### src/rtl/cpu_pkg.sv
// rtl/cpu_pkg.sv - shared CPU encodings: write-data source codes and wb_sched states
package cpu_pkg;

    localparam logic [2:0] SRC_IMM227 = 3'b000;
    localparam logic [2:0] SRC_LOAD   = 3'b001;
    localparam logic [2:0] SRC_ALU    = 3'b010;
    localparam logic [2:0] SRC_SHL    = 3'b011;
    localparam logic [2:0] SRC_HI     = 3'b100;
    localparam logic [2:0] SRC_LO     = 3'b101;
    localparam logic [2:0] SRC_SHR    = 3'b110;
    localparam logic [2:0] SRC_LT     = 3'b111;

    localparam logic [1:0] WB_IDLE     = 2'd0;
    localparam logic [1:0] WB_WAIT_MEM = 2'd1;
    localparam logic [1:0] WB_WAIT_MD  = 2'd2;
    localparam logic [1:0] WB_WRITE    = 2'd3;

    function automatic logic src_is_md(input logic [2:0] src);
        return (src == SRC_HI) || (src == SRC_LO);
    endfunction

endpackage

### src/rtl/wb_sched.sv
// rtl/wb_sched.sv - register-file write-back scheduler with load and mult/div wait handling
module wb_sched
    import cpu_pkg::*;
#(
    parameter int MEM_WAIT   = 2,
    parameter int MD_TIMEOUT = 40,
    parameter int STALL_W    = 16
) (
    input  logic               clk,
    input  logic               reset,
    input  logic               wb_req,
    input  logic [2:0]         wb_src,
    input  logic [4:0]         wb_dst,
    input  logic               md_busy,
    input  logic               flush,
    output logic [2:0]         dataControl,
    output logic               regWrite,
    output logic [4:0]         regDst,
    output logic               wb_busy,
    output logic               wb_ack,
    output logic               wb_err,
    output logic [STALL_W-1:0] stall_cnt
);

    localparam logic [7:0] MEM_LOAD = 8'(MEM_WAIT - 1);
    localparam logic [7:0] MD_LAST  = 8'(MD_TIMEOUT - 1);
    localparam logic [STALL_W-1:0] STALL_ONE = {{(STALL_W-1){1'b0}}, 1'b1};

    logic [1:0] state;
    logic [1:0] state_nxt;
    // One register serves as the load down-counter and the mult/div timeout up-counter.
    logic [7:0] cnt;
    logic [7:0] cnt_nxt;
    logic       accept;
    logic       md_timeout;
    logic       waiting;

    assign accept     = (state == WB_IDLE) && wb_req && !flush;
    assign md_timeout = (state == WB_WAIT_MD) && md_busy && (cnt == MD_LAST);
    assign waiting    = (state == WB_WAIT_MEM) || (state == WB_WAIT_MD);

    always_comb begin
        state_nxt = state;
        cnt_nxt   = cnt;
        case (state)
            WB_IDLE: begin
                if (accept) begin
                    if (wb_src == SRC_LOAD) begin
                        state_nxt = WB_WAIT_MEM;
                        cnt_nxt   = MEM_LOAD;
                    end else if (src_is_md(wb_src)) begin
                        state_nxt = WB_WAIT_MD;
                        cnt_nxt   = 8'd0;
                    end else begin
                        state_nxt = WB_WRITE;
                    end
                end
            end
            WB_WAIT_MEM: begin
                if (cnt == 8'd0) begin
                    state_nxt = WB_WRITE;
                end else begin
                    cnt_nxt = cnt - 8'd1;
                end
            end
            WB_WAIT_MD: begin
                if (!md_busy) begin
                    state_nxt = WB_WRITE;
                end else if (md_timeout) begin
                    state_nxt = WB_IDLE;
                end else begin
                    cnt_nxt = cnt + 8'd1;
                end
            end
            WB_WRITE: begin
                state_nxt = WB_IDLE;
            end
            default: begin
                state_nxt = WB_IDLE;
            end
        endcase
        // A squash abandons whatever is in flight.
        if (flush && (state != WB_IDLE)) begin
            state_nxt = WB_IDLE;
        end
    end

    always_ff @(posedge clk or negedge reset) begin
        if (!reset) begin
            state       <= WB_IDLE;
            cnt         <= 8'd0;
            dataControl <= 3'd0;
            regDst      <= 5'd0;
            wb_err      <= 1'b0;
            stall_cnt   <= '0;
        end else begin
            state <= state_nxt;
            cnt   <= cnt_nxt;
            if (accept) begin
                dataControl <= wb_src;
                regDst      <= wb_dst;
            end
            if (accept) begin
                wb_err <= 1'b0;
            end else if (md_timeout && !flush) begin
                wb_err <= 1'b1;
            end
            if (waiting && (stall_cnt != {STALL_W{1'b1}})) begin
                stall_cnt <= stall_cnt + STALL_ONE;
            end
        end
    end

    assign wb_busy  = (state != WB_IDLE);
    assign wb_ack   = !flush && ((state == WB_WRITE) || md_timeout);
    // Writes to register 0 complete as an ack without touching the register file.
    assign regWrite = !flush && (state == WB_WRITE) && (regDst != 5'd0);

endmodule

### config.mk
export PLATFORM = sky130hd
export DESIGN_NAME = wb_sched
export DESIGN_NICKNAME = d
export VERILOG_FILES = /design/src/rtl/cpu_pkg.sv /design/src/rtl/wb_sched.sv
export SDC_FILE = /design/constraint.sdc
export NUM_CORES = 1
export LEC_CHECK = 0
export BUFFER_PORTS_ARGS = -buffer_cell sky130_fd_sc_hd__buf_4
export CORE_UTILIZATION = 49
export CTS_CLUSTER_DIAMETER = 80
export DETAILED_ROUTE_END_ITERATION = 12
export PLACE_DENSITY = 0.72
export SLEW_MARGIN = 20
export SYNTH_ARGS = -nofsm -noshare
export SYNTH_HDL_FRONTEND = slang
export SYNTH_SLANG_ARGS = --single-unit
### constraint.sdc
create_clock -name clk -period 3.3 [get_ports clk]
set_input_delay 0.33 -clock clk [delete_from_list [all_inputs] [get_ports clk]]
set_output_delay 0.33 -clock clk [all_outputs]
set_load 0.03 [all_outputs]
Word level (Yosys, flattened, before mapping)
Cells that the tools add are included.
{"block": "word_totals", "out_inout_bits": 28, "reg_bits": 35, "wordCells": 64, "input_bits": 13}
{"block": "op_classes", "reduce_logical": 22, "n_mux": 17, "n_eq_ne": 16, "add_sub_neg": 3}
{"cell": "8-bit 2-to-1 mux", "count": 6}
{"cell": "8-bit case mux with 3 select lines", "count": 1}
{"cell": "16-bit by 1-bit adder with 16-bit output, second input constant", "count": 1}
{"cell": "16-bit != test, second input constant", "count": 1}
{"cell": "2-bit 2-to-1 mux", "count": 6}
{"cell": "1-bit logical AND", "count": 10}
{"cell": "8-bit by 1-bit adder with 8-bit output, second input constant", "count": 1}
{"cell": "8-bit by 6-bit == test with 1-bit output, second input constant", "count": 1}
{"cell": "8-bit zero test", "count": 1}
{"cell": "2-bit != test, second input constant", "count": 4}
{"cell": "2-bit case mux with 4 select lines", "count": 1}
{"cell": "8-bit by 1-bit subtractor with 8-bit output, second input constant", "count": 1}
{"cell": "3-bit == test, second input constant", "count": 2}
{"cell": "3-bit by 1-bit != test with 1-bit output, second input constant", "count": 2}
{"cell": "6-bit AND reduction", "count": 1}
{"cell": "5-bit nonzero test", "count": 1}
{"cell": "2-bit == test, second input constant", "count": 2}
{"cell": "4-bit by 3-bit != test with 1-bit output, second input constant", "count": 1}
{"cell": "2-bit nonzero test", "count": 2}
{"cell": "3-bit by 1-bit == test with 1-bit output, second input constant", "count": 1}
{"cell": "1-bit logical OR", "count": 3}
{"cell": "1-bit 2-to-1 mux", "count": 3}
{"cell": "3-bit by 2-bit != test with 1-bit output, second input constant", "count": 1}
{"cell": "3-bit AND reduction", "count": 1}
{"cell": "4 further kinds", "count": 4}

Logic depth before layout (Yosys ltp)
Gate-level depths: netlist of the first run.
{"block": "depth", "depth_word": 7, "depth_mapped": 9}

Least setup slack after synthesis of the first run
OpenSTA, ideal clock, no wires.
{"block": "synth_path", "path_type": "reg2reg", "startpoint": "register state[0]", "endpoint": "register cnt[7]", "synth_period_minus_slack_ns": 2.364, "path_buffers": 0, "path_stages_with_launch": 10, "path_slack_ns": 0.936, "t_arrival_ns": 2.263, "cell_sequence": "dfrtp_1 inv_1 ha_1 inv_1 ha_1 a21oi_1 a211oi_1 a211o_1 or3_1 o311ai_2"}
{"block": "synth_via", "elab_chain_cells": 5}
{"element": "start: declaration", "line_no": "wb_sched.sv:29", "source": "logic [1:0] state;"}
{"element": "start signal: assignment", "line_no": "wb_sched.sv:97", "source": "state <= state_nxt;"}
{"element": "2-bit == test / 2-bit zero test (equally long branches)", "line_no": "wb_sched.sv:39, wb_sched.sv:45, wb_sched.sv:38"}
{"element": "1-bit logical AND, on equally long branches (2 in series)", "line_no": "wb_sched.sv:39, wb_sched.sv:38"}
{"element": "2-bit != test (no source line)"}
{"element": "6-bit AND reduction (no source line)"}
{"element": "end signal: assignment", "line_no": "wb_sched.sv:98", "source": "cnt <= cnt_nxt;"}
{"element": "end: declaration", "line_no": "wb_sched.sv:32", "source": "logic [7:0] cnt;"}
Parallel ways exist; a longest one is shown, timed or not.
A chain may end at the register's enable or synchronous reset.

Worst setup path after layout of the first run
Ends and elaborated chain as after synthesis.

==> impl_results.md, run 1 <==
- All-layer global routing usage: 20.9%
- CTS Root Cell: clkbuf_8
- Total Power: 2.62 mW
- Worst skew pair latency: approximately 290 ps
- EDFF count, synth: 0
- Synthesized area: 2080 µm²
- Core Region: 4030 µm²
- Hold Path Class: primary input to flip-flop
- Nets: ~280
- Die height: 67.2 µm
- Final period util: about four fifths
- Synthesized flop and latch total: 35
- Clock buffer depth: 2
- Max_cap viols: 0
- Setup TNS Final: 0 ps
- F_max: 386 MHz
- Final Critical Period: 2590 ps
- Warnings from Yosys: 0
- I/O pin total: 41
- Top post-synthesis cells by area: dfrtp_1 (42%), ha_1 (7.8%), mux2_2 (5.9%)
- Crit path DAT: 2740 ps
- Final Hold Fails: 0
- First DRT Iteration DRCs: 44
- Worst-path clk slew: 70 ps
- Drt wl/cell: 14.3 µm
- Worst-margin pin slew: 444 ps
- Net Count, Synth: between 200 and 250
- Placer Congestion: about 0.92
- Yosys top cell by area: dfrtp_1
- RSZ-0062 raised after global routing: false
- Die area: 4510 µm²
- First-pass DRT Iterations: 4
- Max Slew Vio Count: 0
- Clk sinks: 35
- Depth of the CTS H-tree: 2
- CTS tree: done
- Required @ worst endpoint: 3450 ps
- Worst Reg-to-Reg Cells: 9
- Antenna-violating nets left: 0
- CP Launch Type: flip-flop
- Synth top cells by count: dfrtp_1 (35), nand2_1 (16), ha_1 (13)
- Cell Rows: 23
- Via count: 1,731
- Post-Synthesis Cells: 205
- CP Class: flip-flop to flip-flop
- Area Growth Syn to Fin: 21.5%
- Initial Util: 51.7%
- Final setup violation count: 0
- Vias per cell: 5.71
- CTS buffer count: 5
- Die X-Extent: 67.2 µm
- Post-synth top area share: 42.1%
- Post-synth cell types: 48
- Share of flip-flops with an asynchronous set or reset: 100%
- HPWL after DPL: 3.34 mm
- DRC violations left: 0
- Slew HR: 69.6%
- First-pass GRT wire length: 7.08 mm
- Outcome: complete, no violations
- Largest net degree at the start of global routing: 36
- Static Leak: 1.14 nW
- Average footprint of a synthesized cell: approximately 10 µm²
- Port-buffer cells: 40
- Hold-critical path depth: 2
- Vias in the first global route: about 1,600
- Post-CTS sizing: 0
- Clock skew: 3.95 ps
- Fill count: ~350
- Antenna violations before repair: 0
- Main flop type after synthesis: dfrtp_1
- Power Density: 1040 nW/µm²
- Layout cells sized above 1: 26.1%
- Critical Path End Type: flip-flop
- Seq/Total Area, Yosys: 42.1%
- Critical Path Fanout Max: 7
- Top-count cell post-synth: dfrtp_1
- Final wirelength: roughly 4.3 mm
- Global route total overflow: 0
- Max IR drop VDD: 0.000605 V
- Antenna cells: 0
## cell type report
cell class | count | area [µm²] | area share (%)
sequential | 35 | 876 | 34.6
clock inverter | 2 | 12.5 | 0.495
tap | 50 | 62.6 | 2.47
multi-input combinational | 159 | 1160 | 45.8
clock buffer | 6 | 72.6 | 2.87
timing repair buffer | 41 | 310 | 12.3
inverter | 10 | 37.5 | 1.48
## per-stage QoR
step | setup WS [ps] | hold slack (ps) | util (%) | area, µm² | std cells
finish | 708 | 273 | 62.8 | 2530 | 303
global route | 470 | 267 | 62.8 | 2530 | 303
CTS | 698 | 266 | 62.8 | 2530 | 303
detailed placement | 713 | 304 | 60.4 | 2430 | 294
global placement | 829 | 307 | 60.4 | 2430 | 294
floorplan | 936 | 34.4 | - | 2080 | 205
## routing by layer
layer	global-route usage (%)	wire (µm)
met2	34.9	2060
met4	6.91	68
met1	26.1	2010
met3	5.41	199
met5	0	0
## cell families (layout without fill, tap and decap cells)
group           Yosys count  count (layout)  synth area share (%)
flops                    35              35                  42.1
mux                      11              11                  5.95
fa+ha+maj                13              13                  7.81
compound gates           46              46                  16.2
simple gates             76              76                  20.1
xor+xnor                 13              13                  5.47
buf+inv                  11              59                  2.34
## critical path: stages (launching register included)
cell      delay (ps)
dfrtp_1          430
inv_1            140
ha_1             250
inv_1            130
ha_1             390
a21oi_1          200
a211oi_1          90
a211o_1          290
o311ai_0         380
o311ai_2         160
## path summary, 6_finish.rpt
path	startpoint	end	slack, ps
min reg2reg	stall_cnt[7]$_DFFE_PN0P_	stall_cnt[7]$_DFFE_PN0P_	500
max reg2reg	state[0]$_DFFE_PN0P_	cnt[7]$_DFFE_PN0P_	710
max	state[0]$_DFFE_PN0P_	cnt[7]$_DFFE_PN0P_	710
min	wb_dst[2]	regDst[2]$_DFFE_PN0P_	270
max in group asynchronous	reset	cnt[3]$_DFFE_PN0P_	2470
min in group asynchronous	reset	state[1]$_DFFE_PN0P_	520
## state kept, by name (all words and copies together) (netlist names)
signal,count
cnt,8
stall_cnt,16
regDst,5
dataControl,3
wb_err,1
state,2
## layout by cell type, fill, tap and decap left out, types with 5 or more instances in the layout
cell       n
buf_4     40
dfrtp_1   35
nand2_1   16
ha_1      13
nor2_1    11
mux2_2    11
inv_1     10
a21oi_1    9
xnor2_1    8
nand3_1    8
nor3_1     7
nand4_1    6
o21ai_1    5
xor2_1     5
clkbuf_8   5
## where the power goes
| group | leakage, nW | internal (mW) | switching, mW |
|---|---|---|---|
| combinational | 0.651 | 0.675 | 0.906 |
| sequential | 0.447 | 0.586 | 0.159 |
| clock | 0.0412 | 0.147 | 0.151 |
| total | 1.14 | 1.41 | 1.22 |
## what timing repair did
item,in CTS,in global routing
setup endpoints to repair,0,0
buffers inserted,0,0
endpoints found under the hold margin,27,0
hold buffers,1,0
(Power assumes the default switching activity.)
==> run 2, diff against run 1 <==
Clock period 3.3 ns to 2.55 ns, I/O delays scaled along.
==> run 2 against run 1 <==
  * Global-route usage grew 0.22 points
  * Core utilization increased by 2.1 points
  * Clock power increased by 66%
  * Critical path type unchanged
  * Cell count is 0.33% higher
  * Register-to-register slack got worse by 530 ps
  * Sequential power is 32% higher
  * Combinational power is 37% higher
  * Critical path depth stayed put
  * Sequential share of layout area down 1.1 points
  * Clock-buffer cell count fell by 1
  * Total power increased by 39%
  * Clock skew increased by 4.0 ps
==> impl_results.md, run 2 (synthesized netlist as in run 1, its figures left out) <==
- Buffers plus inverters on the worst setup path: 3
- Pre-CTS setup slack: 70.6 ps
- Crit path DAT: 2570 ps
- All-layer global routing usage: a little over a fifth
- Clk sinks: 35
- Nets: roughly 280
- CP Launch Type: flip-flop
- Max reg flops: 16
- Top reg by flops: stall_cnt
- Outcome: complete, no violations
- Antenna-violating nets left: 0
- Global route total overflow: 0
- Clock buffer depth: 2
- Drt wl/cell: 14.8 µm
- Slew HR: about two thirds
- Die X-Extent: 67.2 µm
- DRC violations left: 0
- Depth of the CTS H-tree: 2
- Final setup violation count: 0
- Critical Path Fanout Max: 5
- Max Slew Vio Count: 0
- Worst-path clk slew: 70 ps
- Highest-count cells in the layout ignoring fill and taps: buf_4 (41), dfrtp_1 (34), nand2_1 (16)
- CTS Root Cell: clkbuf_8
- Placer Congestion: 0.919
- Fin worst setup slack: around 170 ps
- Vias per cell: 5.73
- First-pass DRT Iterations: 4
- Required @ worst endpoint: 2740 ps
- Final period util: 93.2%
- Max IR drop VDD: about 0.00082 V
- CTS buffer count: 5
- Initial Util: 51.7%
- CTS tree: done
- Vias in the first global route: 1,600
- Clock skew: 7.95 ps
- First-pass GRT wire length: 7.15 mm
- Setup Buffers After CTS: 0
- Final Critical Period: around 2400 ps
- Final hold slack: ~200 ps
- Layout cells sized above 1: 29.5%
- Cell Rows: 23
- Worst skew pair latency: about 280 ps
- Die height: approximately 67 µm
- CP max-delay cell: dfrtp_2
- First DRT Iteration DRCs: 84
- Via count: 1,743
- Biggest regs: stall_cnt (16), cnt (8), regDst (5)
- Hold Path Class: primary input to flip-flop
- Port-buffer cells: 40
- Die area: 4510 µm²
- Worst-margin pin slew: 481 ps
- Core Region: ~4000 µm²
- Critical Path End Type: flip-flop
- Static Leak: 1.16 nW
- Final Hold Fails: 0
- HPWL after DPL: 3.36 mm
- RSZ-0062 raised after global routing: false
- Final wirelength: roughly 4.5 mm
- Setup TNS Final: 0 ps
- Antenna cells: 0
- Power Density: 1400 nW/µm²
- I/O pin total: 41
- F_max: 421 MHz
- Area Growth Syn to Fin: 25.5%
- Most common cell after layout, fill and taps aside: buf_4
- CP Cell Sequence: inv_1 > ha_1 > inv_2 > ha_1 > inv_1 > a211oi_1 > a211o_1 > or3_1 > o311ai_2
- Crit path largest cell delay: 440 ps
- Max_cap viols: 0
- CP Class: flip-flop to flip-flop
- Largest net degree at the start of global routing: 36
- Antenna violations before repair: 0
- Worst path top cell family by delay: compound AO/OA/AOI/OAI gates
run 2: cell count changes in the layout (fill, tap and decap cells not counted), sizes merged:
cell      change
buf           +1
bufinv        +1
clkbuf        -1
clkinv        +1
clkinvlp      -1
run 2: power by group:
part           switching (mW)  internal [mW]  leakage, nW
sequential              0.222          0.759        0.446
clock                   0.205          0.291       0.0581
combinational            1.21          0.955        0.659
run 2: cell type report:
| cell class | instances | area (µm²) |
|---|---|---|
| sequential | 35 | 877 |
| tap | 50 | 62.6 |
| inverter | 10 | 37.5 |
| clock buffer | 5 | 68.8 |
| timing repair buffer | 42 | 318 |
| multi-input combinational | 159 | 1200 |
| fill | 337 | 1420 |
| clock inverter | 3 | 43.8 |
run 2: metal layers:
metal  track usage, %  routed length (µm)  vias to the layer above
met1             27.5                2140                      827
met2             34.8                2090                       48
met3             3.04                 173                        6
li1                 -                   -                      862
met5                0                   0                        -
met4             9.04                  82                        0
run 2: what timing repair did:
action,in CTS,in global routing
gates resized for setup,0,11
endpoints found under the hold margin,35,0
setup endpoints to repair,0,2
hold buffers,1,0
run 2: path summary, 6_finish.rpt:
path | cells past startpoint | slack, ps | from | endpoint
setup / recovery | 9 | 170 | state[0]$_DFFE_PN0P_ | cnt[7]$_DFFE_PN0P_
max in group asynchronous | 2 | 1760 | reset | state[0]$_DFFE_PN0P_
hold / removal | 2 | 200 | wb_dst[2] | regDst[2]$_DFFE_PN0P_
setup reg to reg | 9 | 170 | state[0]$_DFFE_PN0P_ | cnt[7]$_DFFE_PN0P_
min in group asynchronous | 2 | 460 | reset | state[1]$_DFFE_PN0P_
hold reg to reg | 1 | 510 | stall_cnt[7]$_DFFE_PN0P_ | stall_cnt[7]$_DFFE_PN0P_
run 2: metrics by stage:
step	std cells	power, mW	util [%]	cell area (µm²)
floorplan	205	2.49	-	2080
global placement	295	3.00	60.6	2440
detailed placement	295	3.03	60.6	2440
CTS	304	3.53	63.6	2560
global route	304	3.93	64.8	2610
finish	304	3.65	64.8	2610
==> run 3, diff against run 2 <==
--- a/config.mk
+++ b/config.mk
@@ -7,2 +7,3 @@
 export LEC_CHECK = 0
+export ABC_CLOCK_PERIOD_IN_PS = 2550
 export BUFFER_PORTS_ARGS = -buffer_cell sky130_fd_sc_hd__buf_4
@@ -11,2 +12,3 @@
 export DETAILED_ROUTE_END_ITERATION = 12
+export GPL_TIMING_DRIVEN = 0
 export PLACE_DENSITY = 0.72
--- a/constraint.sdc
+++ b/constraint.sdc
@@ -3,2 +3,2 @@
 set_output_delay 0.255 -clock clk [all_outputs]
-set_load 0.03 [all_outputs]
+set_load 0.01 [all_outputs]
==> run 3 against run 2 <==
  * Flip-flop and latch count did not move
  * Sequential share of layout area fell by 0.080 points
  * Largest cell class unchanged
  * Cell count is the same
  * Setup slack lost 42 ps
  * Clock skew grew 2.5 ps
  * Combinational power is 7% lower
  * Critical path depth is the same
  * Wire length up 3.7%
  * Fmax shrank 1.7%
  * Clock power about the same
  * Core utilization grew 0.16 points
==> impl_results.md, run 3 (synthesized netlist as in run 1, its figures left out) <==
- Outcome: complete, no violations
- Reg2reg setup slack: 130 ps
- DRC violations left: 0
- CTS buffer count: 5
- Final setup violation count: 0
- DP Area: between 2000 and 2500 µm²
- Hold Path Class: primary input to flip-flop
- Via count: roughly 1,800
- Depth of the CTS H-tree: 2
- Global route total overflow: 0
- Critical Path End Type: flip-flop
- Max Slew Vio Count: 0
- Core Region: 4030 µm²
- Worst r2r src: state[0]$_DFFE_PN0P_
- Antenna cells: 0
- Max_cap viols: 0
- Post-Layout Cell Count: 304
- CTS Root Cell: clkbuf_8
- Die X-Extent: 67.2 µm
- Clock skew: ~10 ps
- Most common cell after layout, fill and taps aside: buf_4
- Power Density: 1340 nW/µm²
- CP Launch Type: flip-flop
- First-pass GRT wire length: about 7.2 mm
- Top reg by flops: stall_cnt
- Post-route cell area: 2620 µm²
- Cell Rows: 23
- Worst skew pair latency: 290 ps
- Nets: around 280
- Die area: between 4000 and 5000 µm²
- Antenna violations before repair: 0
- I/O pin total: 41
- Worst-margin pin slew: 445 ps
- Drt wl/cell: 15.3 µm
- F_max: ~410 MHz
- Clock buffer depth: 2
- Critical Path Start: state[0]$_DFFE_PN0P_
- Initial Util: around 52%
- Worst setup path end: cnt[7]$_DFFE_PN0P_
- First-pass DRT Iterations: 4
- Highest-count cells in the layout ignoring fill and taps: buf_4 (40), dfrtp_1 (34), nand2_1 (16)
- Required @ worst endpoint: 2740 ps
- CTS tree: done
- Crit path DAT: 2610 ps
- Max reg flops: 16
- Worst-path clk slew: ~80 ps
- Final Hold Fails: 0
- Clk sinks: 35
- Max IR drop VDD: 0.000692 V
- Area Growth Syn to Fin: 25.8%
- Port-buffer cells: 40
- Setup Buffers After CTS: 0
- Vias per cell: 5.89
- Placer Congestion: 0.848
- Final Critical Period: 2420 ps
- All-layer global routing usage: between 20% and 30%
- Worst Reg-to-Reg Cells: 9
- Static Leak: 1.16 nW
- HPWL after DPL: 3.22 mm
- Final period util: between 90% and 100%
- Setup TNS Final: 0 ps
- Reg2reg end: cnt[7]$_DFFE_PN0P_
- Biggest regs: stall_cnt (16), cnt (8), regDst (5)
- RSZ-0062 raised after global routing: false
- Layout cells sized above 1: 30.3%
- Slew HR: 70.3%
- Largest net degree at the start of global routing: 36
- CP Class: flip-flop to flip-flop
- Die height: 67.2 µm
- Critical Path Fanout Max: 5
- Placed cells: 295
- Vias in the first global route: 1,623
- Final hold slack: 196 ps
- Final wirelength: 4.65 mm
- Antenna-violating nets left: 0
- First DRT Iteration DRCs: 77
-- run 3: cell types whose count changed in the layout (fill, tap and decap cells not counted) --
cell,previous run,this run
buf_6,0,1
buf_4,41,40
inv_2,1,2
inv_1,9,8
ha_2,0,1
ha_1,10,9
-- run 3: metal layers --
metal  GRT usage (%)  routed length (µm)  vias up
li1                -                   -      868
met1            26.4                2120      859
met2            36.8                2240       53
met3            5.07                 235       11
met4            6.12                  57        0
met5               0                   0        -
-- run 3: metrics by stage --
step | power, mW | utilization (%) | setup WS (ps)
2_1_floorplan | 2.28 | - | 186
3_3_place_gp | 2.80 | 60.7 | -98.0
3_5_place_dp | 2.84 | 60.7 | -92.9
4_1_cts | 3.41 | 64.2 | 7.75
5_1_grt | 3.76 | 65.0 | 47.4
6_report | 3.50 | 65.0 | 131
-- run 3: report_power, final --
| part | switching (mW) | leakage, nW | total, mW | internal (mW) |
|---|---|---|---|---|
| Clock | 0.206 | 0.0581 | 0.497 | 0.291 |
| Sequential | 0.225 | 0.446 | 0.984 | 0.759 |
| Combinational | 1.04 | 0.658 | 2.02 | 0.972 |
-- run 3: worst min-delay path by stage --
stage | startpoint | to | slack [ps] | depth (start not counted)
after floorplan | reset | cnt[0]$_DFFE_PN0P_ | -40 | 0
after global placement | reset | state[0]$_DFFE_PN0P_ | 230 | 1
after detailed placement | reset | state[0]$_DFFE_PN0P_ | 230 | 1
after CTS | wb_dst[2] | regDst[2]$_DFFE_PN0P_ | 190 | 2
after global routing | wb_dst[3] | regDst[3]$_DFFE_PN0P_ | 200 | 2
final | wb_dst[2] | regDst[2]$_DFFE_PN0P_ | 200 | 2
-- run 3: layout make-up --
cell class | count | area, µm²
plain buffers | 1 | 11.3
flip-flops and latches | 35 | 877
repair buffers | 41 | 310
inverters | 10 | 37.5
fillers | 338 | 1410
multi-input cells | 159 | 1210
well taps | 50 | 62.6
clock inverters | 3 | 43.8
clock buffers | 5 | 68.8
-- run 3: critical path, stage by stage (launching register included) --
cell and delay [ps]:
dfrtp_2 450, inv_2 100, ha_2 230, inv_2 110, ha_1 340, inv_1 160
a211oi_1 60, a211o_1 290, or3_1 330, o311ai_2 260
-- run 3: what timing repair did --
item                                    CTS  global route
hold buffers                              1             0
endpoints found under the setup margin    1             2
hold endpoints to repair                 35             0
resized for setup                         6             7
